**src/rtl/cu_array_read_cmd_gen_if.sv**
```systemverilog
// Request / command / response bundle between CU job control, the read-command
// generator and the CU command arbiter. The slave modport is the generator's view.
interface cu_array_read_cmd_gen_if #(
  parameter int CACHELINE_SIZE = 128,
  parameter int ELEMENT_SIZE   = 4
);
  localparam int N     = CACHELINE_SIZE / ELEMENT_SIZE;
  localparam int IDX_W = $clog2(N);

  logic              req_valid;
  logic              req_ready;
  logic [63:0]       req_base_addr;
  logic [31:0]       req_count;
  logic              cmd_valid;
  logic              cmd_ready;
  logic [63:0]       cmd_address;
  logic [7:0]        cmd_size;
  logic [IDX_W-1:0]  cmd_first_index;
  logic [IDX_W:0]    cmd_elem_count;
  logic [7:0]        cmd_tag;
  logic              cmd_last;
  logic              rsp_done;
  logic              done;
  logic              rsp_underflow;

  modport slave (
    input  req_valid, req_base_addr, req_count, cmd_ready, rsp_done,
    output req_ready, cmd_valid, cmd_address, cmd_size, cmd_first_index,
           cmd_elem_count, cmd_tag, cmd_last, done, rsp_underflow
  );

  modport master (
    output req_valid, req_base_addr, req_count, cmd_ready, rsp_done,
    input  req_ready, cmd_valid, cmd_address, cmd_size, cmd_first_index,
           cmd_elem_count, cmd_tag, cmd_last, done, rsp_underflow
  );
endinterface

```
**src/rtl/cu_array_read_cmd_gen.sv**
```systemverilog
// Splits one array-fetch request into cacheline-aligned read commands with a
// credit limit on outstanding commands. Half-line fetches: CU_HALF_LINE_FETCH_EN.
module cu_array_read_cmd_gen #(
  parameter int         CACHELINE_SIZE  = 128,
  parameter int         ELEMENT_SIZE    = 4,
  parameter int         ELEMS_PER_LINE  = CACHELINE_SIZE / ELEMENT_SIZE,
  parameter int         MAX_OUTSTANDING = 16,
  parameter logic [7:0] CMD_ID          = 8'd0
) (
  input logic                      clock,
  input logic                      reset,
  cu_array_read_cmd_gen_if.slave   io_bus
);
  localparam int N      = ELEMS_PER_LINE;
  localparam int IDX_W  = $clog2(N);
  localparam int LINE_W = $clog2(CACHELINE_SIZE);
  localparam int EL_W   = $clog2(ELEMENT_SIZE);
  localparam int OUT_W  = $clog2(MAX_OUTSTANDING + 1);

  localparam logic [IDX_W:0]   N_L        = (IDX_W+1)'(N);
  localparam logic [63:0]      LINE_MASK  = ~64'(CACHELINE_SIZE - 1);
  localparam logic [63:0]      LINE_BYTES = 64'(CACHELINE_SIZE);
  localparam logic [7:0]       SIZE_FULL  = 8'(CACHELINE_SIZE);
  localparam logic [OUT_W-1:0] OUT_MAX    = OUT_W'(MAX_OUTSTANDING);
`ifdef CU_HALF_LINE_FETCH_EN
  localparam logic [63:0]      HALF_BYTES = 64'(CACHELINE_SIZE / 2);
  localparam logic [7:0]       SIZE_HALF  = 8'(CACHELINE_SIZE / 2);
  localparam logic [IDX_W-1:0] HALF_MASK  = IDX_W'(N / 2 - 1);
`endif

  localparam logic [1:0] ST_IDLE  = 2'd0;
  localparam logic [1:0] ST_ISSUE = 2'd1;
  localparam logic [1:0] ST_DRAIN = 2'd2;

  logic [1:0]       r_state;
  logic             r_req_ready;
  logic             r_done;
  logic             r_underflow;
  logic [OUT_W-1:0] r_out;
  logic [63:0]      r_line_addr;
  logic [31:0]      r_remaining;
  logic             r_cmd_pending;
  logic [63:0]      r_cmd_address;
  logic [7:0]       r_cmd_size;
  logic [IDX_W-1:0] r_cmd_first;
  logic [IDX_W:0]   r_cmd_count;
  logic [7:0]       r_cmd_tag;
  logic             r_cmd_last;

  logic             w_accept;
  logic             w_cmd_valid;
  logic             w_hs;
  logic             w_load;
  logic [63:0]      w_src_line;
  logic [IDX_W-1:0] w_src_off;
  logic [31:0]      w_src_rem;
  logic [IDX_W:0]   w_room;
  logic [IDX_W:0]   w_cnt;
  logic             w_last;
  logic [63:0]      w_addr;
  logic [7:0]       w_size;
  logic [IDX_W-1:0] w_first;
  logic [OUT_W-1:0] w_out_next;
  logic             w_underflow_set;
  logic [1:0]       w_state_next;
  logic             w_done_next;
`ifdef CU_HALF_LINE_FETCH_EN
  logic [IDX_W-1:0] w_end;
`endif

  // Credit gate uses only the registered count, so a same-cycle response frees issue next cycle.
  assign w_cmd_valid = r_cmd_pending && (r_out != OUT_MAX);
  assign w_hs        = w_cmd_valid && io_bus.cmd_ready;
  assign w_accept    = r_req_ready && io_bus.req_valid;
  assign w_load      = (w_accept && (io_bus.req_count != 32'd0)) || (w_hs && !r_cmd_last);

  // Next command: from the new request on accept, else the following line of the current one.
  always_comb begin
    if (w_accept) begin
      w_src_line = io_bus.req_base_addr & LINE_MASK;
      w_src_off  = io_bus.req_base_addr[LINE_W-1:EL_W];
      w_src_rem  = io_bus.req_count;
    end else begin
      w_src_line = r_line_addr + LINE_BYTES;
      w_src_off  = '0;
      w_src_rem  = r_remaining - 32'(r_cmd_count);
    end
    w_room  = N_L - {1'b0, w_src_off};
    w_cnt   = (w_src_rem < 32'(w_room)) ? w_src_rem[IDX_W:0] : w_room;
    w_last  = (32'(w_cnt) == w_src_rem);
    w_addr  = w_src_line;
    w_size  = SIZE_FULL;
    w_first = w_src_off;
`ifdef CU_HALF_LINE_FETCH_EN
    w_end = w_src_off + w_cnt[IDX_W-1:0] - IDX_W'(1);
    if (w_src_off[IDX_W-1] == w_end[IDX_W-1]) begin
      w_size  = SIZE_HALF;
      w_addr  = w_src_line + (w_src_off[IDX_W-1] ? HALF_BYTES : 64'd0);
      w_first = w_src_off & HALF_MASK;
    end
`endif
  end

  always_comb begin
    w_out_next      = r_out;
    w_underflow_set = 1'b0;
    if (w_hs && !io_bus.rsp_done) begin
      w_out_next = r_out + OUT_W'(1);
    end else if (!w_hs && io_bus.rsp_done) begin
      if (r_out == '0) w_underflow_set = 1'b1;
      else             w_out_next      = r_out - OUT_W'(1);
    end
  end

  always_comb begin
    w_state_next = r_state;
    w_done_next  = 1'b0;
    case (r_state)
      ST_IDLE:  if (w_accept) w_state_next = (io_bus.req_count == 32'd0) ? ST_DRAIN : ST_ISSUE;
      ST_ISSUE: if (w_hs && r_cmd_last) w_state_next = ST_DRAIN;
      ST_DRAIN: if (w_out_next == '0) begin
        w_done_next  = 1'b1;
        w_state_next = ST_IDLE;
      end
      default:  w_state_next = ST_IDLE;
    endcase
  end

  always_ff @(posedge clock) begin
    if (reset) begin
      r_state       <= ST_IDLE;
      r_req_ready   <= 1'b0;
      r_done        <= 1'b0;
      r_underflow   <= 1'b0;
      r_out         <= '0;
      r_line_addr   <= '0;
      r_remaining   <= '0;
      r_cmd_pending <= 1'b0;
      r_cmd_address <= '0;
      r_cmd_size    <= '0;
      r_cmd_first   <= '0;
      r_cmd_count   <= '0;
      r_cmd_tag     <= '0;
      r_cmd_last    <= 1'b0;
    end else begin
      r_state     <= w_state_next;
      r_req_ready <= (w_state_next == ST_IDLE) && !w_done_next;
      r_done      <= w_done_next;
      r_out       <= w_out_next;
      if (w_underflow_set) r_underflow <= 1'b1;
      if (w_load) begin
        r_cmd_pending <= 1'b1;
        r_line_addr   <= w_src_line;
        r_remaining   <= w_src_rem;
        r_cmd_address <= w_addr;
        r_cmd_size    <= w_size;
        r_cmd_first   <= w_first;
        r_cmd_count   <= w_cnt;
        r_cmd_tag     <= CMD_ID;
        r_cmd_last    <= w_last;
      end else if (w_hs) begin
        r_cmd_pending <= 1'b0;
      end
    end
  end

  assign io_bus.req_ready       = r_req_ready;
  assign io_bus.cmd_valid       = w_cmd_valid;
  assign io_bus.cmd_address     = r_cmd_address;
  assign io_bus.cmd_size        = r_cmd_size;
  assign io_bus.cmd_first_index = r_cmd_first;
  assign io_bus.cmd_elem_count  = r_cmd_count;
  assign io_bus.cmd_tag         = r_cmd_tag;
  assign io_bus.cmd_last        = r_cmd_last;
  assign io_bus.done            = r_done;
  assign io_bus.rsp_underflow   = r_underflow;
endmodule

```
**src/flat_wrapper.sv**
```systemverilog
// flat-port wrapper written by rule: the top's interface ports become plain ports
module cu_array_read_cmd_gen_flat 
#(
  parameter int         CACHELINE_SIZE  = 128,
  parameter int         ELEMENT_SIZE    = 4,
  parameter int         ELEMS_PER_LINE  = CACHELINE_SIZE / ELEMENT_SIZE,
  parameter int         MAX_OUTSTANDING = 16,
  parameter logic [7:0] CMD_ID          = 8'd0
)
  (clock, reset, io_bus_req_valid, io_bus_req_base_addr, io_bus_req_count, io_bus_cmd_ready, io_bus_rsp_done, io_bus_req_ready, io_bus_cmd_valid, io_bus_cmd_address, io_bus_cmd_size, io_bus_cmd_first_index, io_bus_cmd_elem_count, io_bus_cmd_tag, io_bus_cmd_last, io_bus_done, io_bus_rsp_underflow);
  cu_array_read_cmd_gen_if #(.CACHELINE_SIZE(CACHELINE_SIZE), .ELEMENT_SIZE(ELEMENT_SIZE)) io_bus_i ();
  input logic clock;
  input logic reset;
  input wire logic [$bits(io_bus_i.req_valid)-1:0] io_bus_req_valid;
  input wire logic [$bits(io_bus_i.req_base_addr)-1:0] io_bus_req_base_addr;
  input wire logic [$bits(io_bus_i.req_count)-1:0] io_bus_req_count;
  input wire logic [$bits(io_bus_i.cmd_ready)-1:0] io_bus_cmd_ready;
  input wire logic [$bits(io_bus_i.rsp_done)-1:0] io_bus_rsp_done;
  output wire logic [$bits(io_bus_i.req_ready)-1:0] io_bus_req_ready;
  output wire logic [$bits(io_bus_i.cmd_valid)-1:0] io_bus_cmd_valid;
  output wire logic [$bits(io_bus_i.cmd_address)-1:0] io_bus_cmd_address;
  output wire logic [$bits(io_bus_i.cmd_size)-1:0] io_bus_cmd_size;
  output wire logic [$bits(io_bus_i.cmd_first_index)-1:0] io_bus_cmd_first_index;
  output wire logic [$bits(io_bus_i.cmd_elem_count)-1:0] io_bus_cmd_elem_count;
  output wire logic [$bits(io_bus_i.cmd_tag)-1:0] io_bus_cmd_tag;
  output wire logic [$bits(io_bus_i.cmd_last)-1:0] io_bus_cmd_last;
  output wire logic [$bits(io_bus_i.done)-1:0] io_bus_done;
  output wire logic [$bits(io_bus_i.rsp_underflow)-1:0] io_bus_rsp_underflow;
  assign io_bus_i.req_valid = io_bus_req_valid;
  assign io_bus_i.req_base_addr = io_bus_req_base_addr;
  assign io_bus_i.req_count = io_bus_req_count;
  assign io_bus_i.cmd_ready = io_bus_cmd_ready;
  assign io_bus_i.rsp_done = io_bus_rsp_done;
  assign io_bus_req_ready = io_bus_i.req_ready;
  assign io_bus_cmd_valid = io_bus_i.cmd_valid;
  assign io_bus_cmd_address = io_bus_i.cmd_address;
  assign io_bus_cmd_size = io_bus_i.cmd_size;
  assign io_bus_cmd_first_index = io_bus_i.cmd_first_index;
  assign io_bus_cmd_elem_count = io_bus_i.cmd_elem_count;
  assign io_bus_cmd_tag = io_bus_i.cmd_tag;
  assign io_bus_cmd_last = io_bus_i.cmd_last;
  assign io_bus_done = io_bus_i.done;
  assign io_bus_rsp_underflow = io_bus_i.rsp_underflow;
  cu_array_read_cmd_gen #(.CACHELINE_SIZE(CACHELINE_SIZE), .ELEMENT_SIZE(ELEMENT_SIZE), .ELEMS_PER_LINE(ELEMS_PER_LINE), .MAX_OUTSTANDING(MAX_OUTSTANDING), .CMD_ID(CMD_ID)) u_core (.clock(clock), .reset(reset), .io_bus(io_bus_i));
endmodule
```
**config.mk**
```make
export PLATFORM = sky130hd
export DESIGN_NAME = cu_array_read_cmd_gen_flat
export DESIGN_NICKNAME = d
export VERILOG_FILES = /design/src/rtl/cu_array_read_cmd_gen_if.sv /design/src/rtl/cu_array_read_cmd_gen.sv /design/src/flat_wrapper.sv
export SDC_FILE = /design/constraint.sdc
export NUM_CORES = 1
export LEC_CHECK = 0
export CORE_ASPECT_RATIO = 1.5
export CORE_MARGIN = 3
export CORE_UTILIZATION = 46
export CTS_BUF_LIST = sky130_fd_sc_hd__clkbuf_16
export DETAILED_ROUTE_END_ITERATION = 6
export PLACE_DENSITY_LB_ADDON = 0.25
export SETUP_SLACK_MARGIN = 0.2
export SYNTH_ARGS = -nofsm -noshare
export SYNTH_HDL_FRONTEND = slang
export SYNTH_SLANG_ARGS = --single-unit
```
**constraint.sdc**
```tcl
create_clock -name clock -period 4.7 [get_ports clock]
set_clock_uncertainty 0.2 [all_clocks]
set_input_delay 0.47 -clock clock [delete_from_list [all_inputs] [get_ports clock]]
set_output_delay 0.47 -clock clock [all_outputs]
set_load 0.005 [all_outputs]
```
==> reports/results.ini <==
[outcome]
status = complete, no violations

[worst_hold_path]
holdCritPathClass = reg2reg

[floorplanning]
dieArea_mm2 = 0.0190
core_mm2 = 0.0169
die_h_um = 167
rows = 58
io_pins = 197
dieWidth_um = 114
start_util_pct = 47.2

[layout]
fill_cells = 1611
final_nets = 1376
drive_above_1_share_pct = 6.21
area_growth_pct = 30.7

[cts]
cts_hold_buf = 0
cts_resized = 0
htree_num_levels = 4
post-cts-setup-buffers = 0
clock_latency_ns = 0.41
cts_buffers = 17
cts_buffer_depth = 2
cts_root_buffer = clkbuf_16
clock-sinks = 113
cts_tree = yes
clk_pin_slew_ns = 0.06

[power]
comb_power_share_pct = 39.2
fin_total_pwr_mw = 4.18
powerDensity_mw_per_mm2 = 401
pwr-share-seq_pct = 27.7
ir_drop_v = 0.000243
p_leak_nw = 3.68
p_switching_mw = 1.51
p_int_mw = 2.67
p_sw_share_pct = 36.1
p_clk_share_pct = 33.2

[synth]
synth-compound-area-share_pct = 28.5
async_reset_ff_share_pct = 0
avgSynthCellArea_um2 = 7.10
synth-simple-area-share_pct = 30.5
synthCells = 1124
synth-edff-count = 0
ys_seq_elements = 113
synth_cell_types = 79
synthXorXnorAreaFrac_pct = 1.43
ys_seq_area_share_pct = 28.4
synthFlopType = dfxtp_1
synthAdderAreaFrac_pct = 2.60
syn_area_mm2 = 0.00798
synth_top_family_by_area = simple AND/OR/NAND/NOR gates
yosysWarnings = 0
synthMuxAreaShare_pct = 1.54

[detailed_routing]
drt-total-wl_mm = 26.8
num_vias = 8953
detail_route.vias_per_cell = 6.04
drc = 0
wire_per_inst_um = 18.1
drtIter0Drc = 595
antenna_left = 0
firstDrtPassIters = 5

[timing]
tns_ns = 0
worst_slew_pin_slew_ns = 0.949
period_minus_slack_ns = 4.08
period_share_pct = 86.9
clock.fmax_mhz = 245
hold_violations = 0
timing.final.ws_setup_ns = 0.616
drv_slew = 0
maxSlewHeadroom_pct = 36.7
rsz0062_at_grt = false
setup_violations = 0

[global_routing]
antenna_found_initial = 1
grt_pass1_wl_mm = 42.6
grt_overflow_total = 0
grt_start_max_net_pins = 87
grt_usage_pct = 27.3
grt_pass1_vias = 8507

[setup_path]
critPathKind = reg2reg
required_ns = 4.75
cp_num_buf_inv = 2
critical_path.max_fanout = 7
cpMaxStageDelayCell = or4bb_1
crit_path_end_kind = register
r2r_slack_ns = 0.62
crit_family = simple AND/OR/NAND/NOR gates
cp-start-kind = register
arrival_ns = 4.14
path_cells = inv_1, ha_1, a21oi_1, nor2_1, buf_4, nor4b_1, xor2_1, or4bb_1, a221oi_1, and4_1, mux2i_1, a211oi_1
slowest_delay_ns = 0.66

[place]
dp_worst_setup_slack_ns = 0.379
place_congestion = 1.04
dp_hpwl_mm = 19.2
io_buffers = 172

[flow_run]
drv_cap = 0

## final timing paths
kind / startpoint / endpoint / cells after the start
max: u_core.io_bus.cmd_elem_count[4] / u_core.io_bus.cmd_elem_count[2] / 12
min: u_core.r_remaining[0] / u_core.r_remaining[0] / 2
max reg2reg: u_core.io_bus.cmd_elem_count[4] / u_core.io_bus.cmd_elem_count[2] / 12
min reg2reg: u_core.r_remaining[0] / u_core.r_remaining[0] / 2
## layout make-up
class                           instances  area (um^2)  share of cell area (%)
Timing Repair Buffer                  197         1930                    18.5
Inverter                               22         82.6                   0.792
Multi-Input combinational cell        908         5260                    50.5
Clock buffer                           17          425                    4.08
Sequential cell                       113         2260                    21.7
Tap cell                              210          263                    2.52
Clock inverter                         15          200                    1.92
Antenna cell                            1         2.50                  0.0240
## routing by layer
layer | wire, um | vias up | track usage [%]
met2 | 13600 | 319 | 47.7
li1 | - | 4395 | -
met4 | 1150 | 0 | 13.7
met5 | 0 | - | 0
met1 | 10400 | 4166 | 30.6
met3 | 1630 | 73 | 6.65
## state kept, by name, summed over array words and instances, names as in the netlist
register	flops
u_core.io_bus.cmd_last	1
u_core.io_bus.cmd_address	57
u_core.io_bus.cmd_first_index	5
u_core.io_bus.req_ready	1
u_core.r_cmd_pending	1
u_core.io_bus.rsp_underflow	1
u_core.r_remaining	32
u_core.r_out	5
u_core.io_bus.done	1
u_core.io_bus.cmd_elem_count	6
u_core.io_bus.cmd_size	1
u_core.r_state	2
## through the flow
| stage | cells | hold WS, ns | utilization, % | instance area (um^2) |
|---|---|---|---|---|
| finish | 1483 | 0.256 | 61.7 | 10400 |
| global route | 1483 | 0.278 | 61.7 | 10400 |
| CTS | 1482 | 0.256 | 61.6 | 10400 |
| detailed placement | 1450 | 0.247 | 57.9 | 9800 |
| global placement | 1450 | 0.240 | 57.9 | 9800 |
| floorplan | 1145 | 0.232 | - | 8060 |
## placed cells by master, fill, tap and decap left out, types with 24 or more instances in the layout
| cell type | n |
|---|---|
| inv_1 | 25 |
| a21oi_1 | 120 |
| clkdlybuf4s50_1 | 171 |
| buf_4 | 24 |
| nand3_1 | 46 |
| nor3_1 | 45 |
| nand2_1 | 114 |
| nor2_1 | 150 |
| dfxtp_1 | 113 |
| o21ai_0 | 71 |
| a211oi_1 | 33 |
## cells in the mapped netlist, types with 5 or more instances
| library cell | count | share of area [%] |
|---|---|---|
| a211oi_1 | 33 | 3.1 |
| a21o_1 | 10 | 0.94 |
| a21oi_1 | 121 | 7.6 |
| a221oi_1 | 6 | 0.66 |
| a22oi_1 | 12 | 1.1 |
| a31oi_1 | 14 | 1.1 |
| and2_1 | 8 | 0.63 |
| and3_1 | 17 | 1.3 |
| and4_1 | 6 | 0.66 |
| buf_1 | 11 | 0.52 |
| buf_4 | 23 | 2.2 |
| clkbuf_1 | 65 | 3.1 |
| dfxtp_1 | 113 | 28 |
| ha_1 | 15 | 2.4 |
| inv_1 | 22 | 1.0 |
| mux2i_1 | 10 | 1.3 |
| nand2_1 | 115 | 5.4 |
| nand2b_1 | 7 | 0.55 |
| nand3_1 | 46 | 2.9 |
| nand3b_1 | 6 | 0.56 |
| nand4_1 | 19 | 1.5 |
| nor2_1 | 151 | 7.1 |
| nor2b_1 | 6 | 0.47 |
| nor3_1 | 45 | 2.8 |
| nor4_1 | 20 | 1.6 |
| o211ai_1 | 8 | 0.75 |
| o21ai_0 | 71 | 4.5 |
| o22ai_1 | 9 | 0.71 |
| o31ai_1 | 13 | 1.2 |
| o41ai_1 | 5 | 0.55 |
| or3_1 | 12 | 0.94 |
| or4_1 | 7 | 0.66 |
| xnor2_1 | 8 | 0.88 |
| xor2_1 | 5 | 0.55 |
## tightest hold or removal path, delay by kind of cell, from the launching register on
| kind | cells | cell delay, ns |
|---|---|---|
| DFF | 1 | 0.31 |
| and+or+nand+nor | 1 | 0.05 |
| AOI/OAI and AO/OA | 1 | 0.05 |
## logic make-up after synthesis
logic type,count (synthesis)
compound gates,355
xor+xnor,13
mux,12
simple gates,490
fa+ha+maj,16
buf+inv,124
other cells,1
flops,113
## power groups by stage
stage / Combinational (mW) / Sequential (mW) / Clock [mW]
6_report: 1.64 / 1.16 / 1.39
5_1_grt: 1.79 / 1.17 / 1.45
4_1_cts: 1.61 / 1.15 / 1.40
3_5_place_dp: 1.60 / 1.17 / 0
3_3_place_gp: 1.58 / 1.17 / 0
2_1_floorplan: 1.15 / 1.14 / 0
Power figures use the tool's default switching activity.
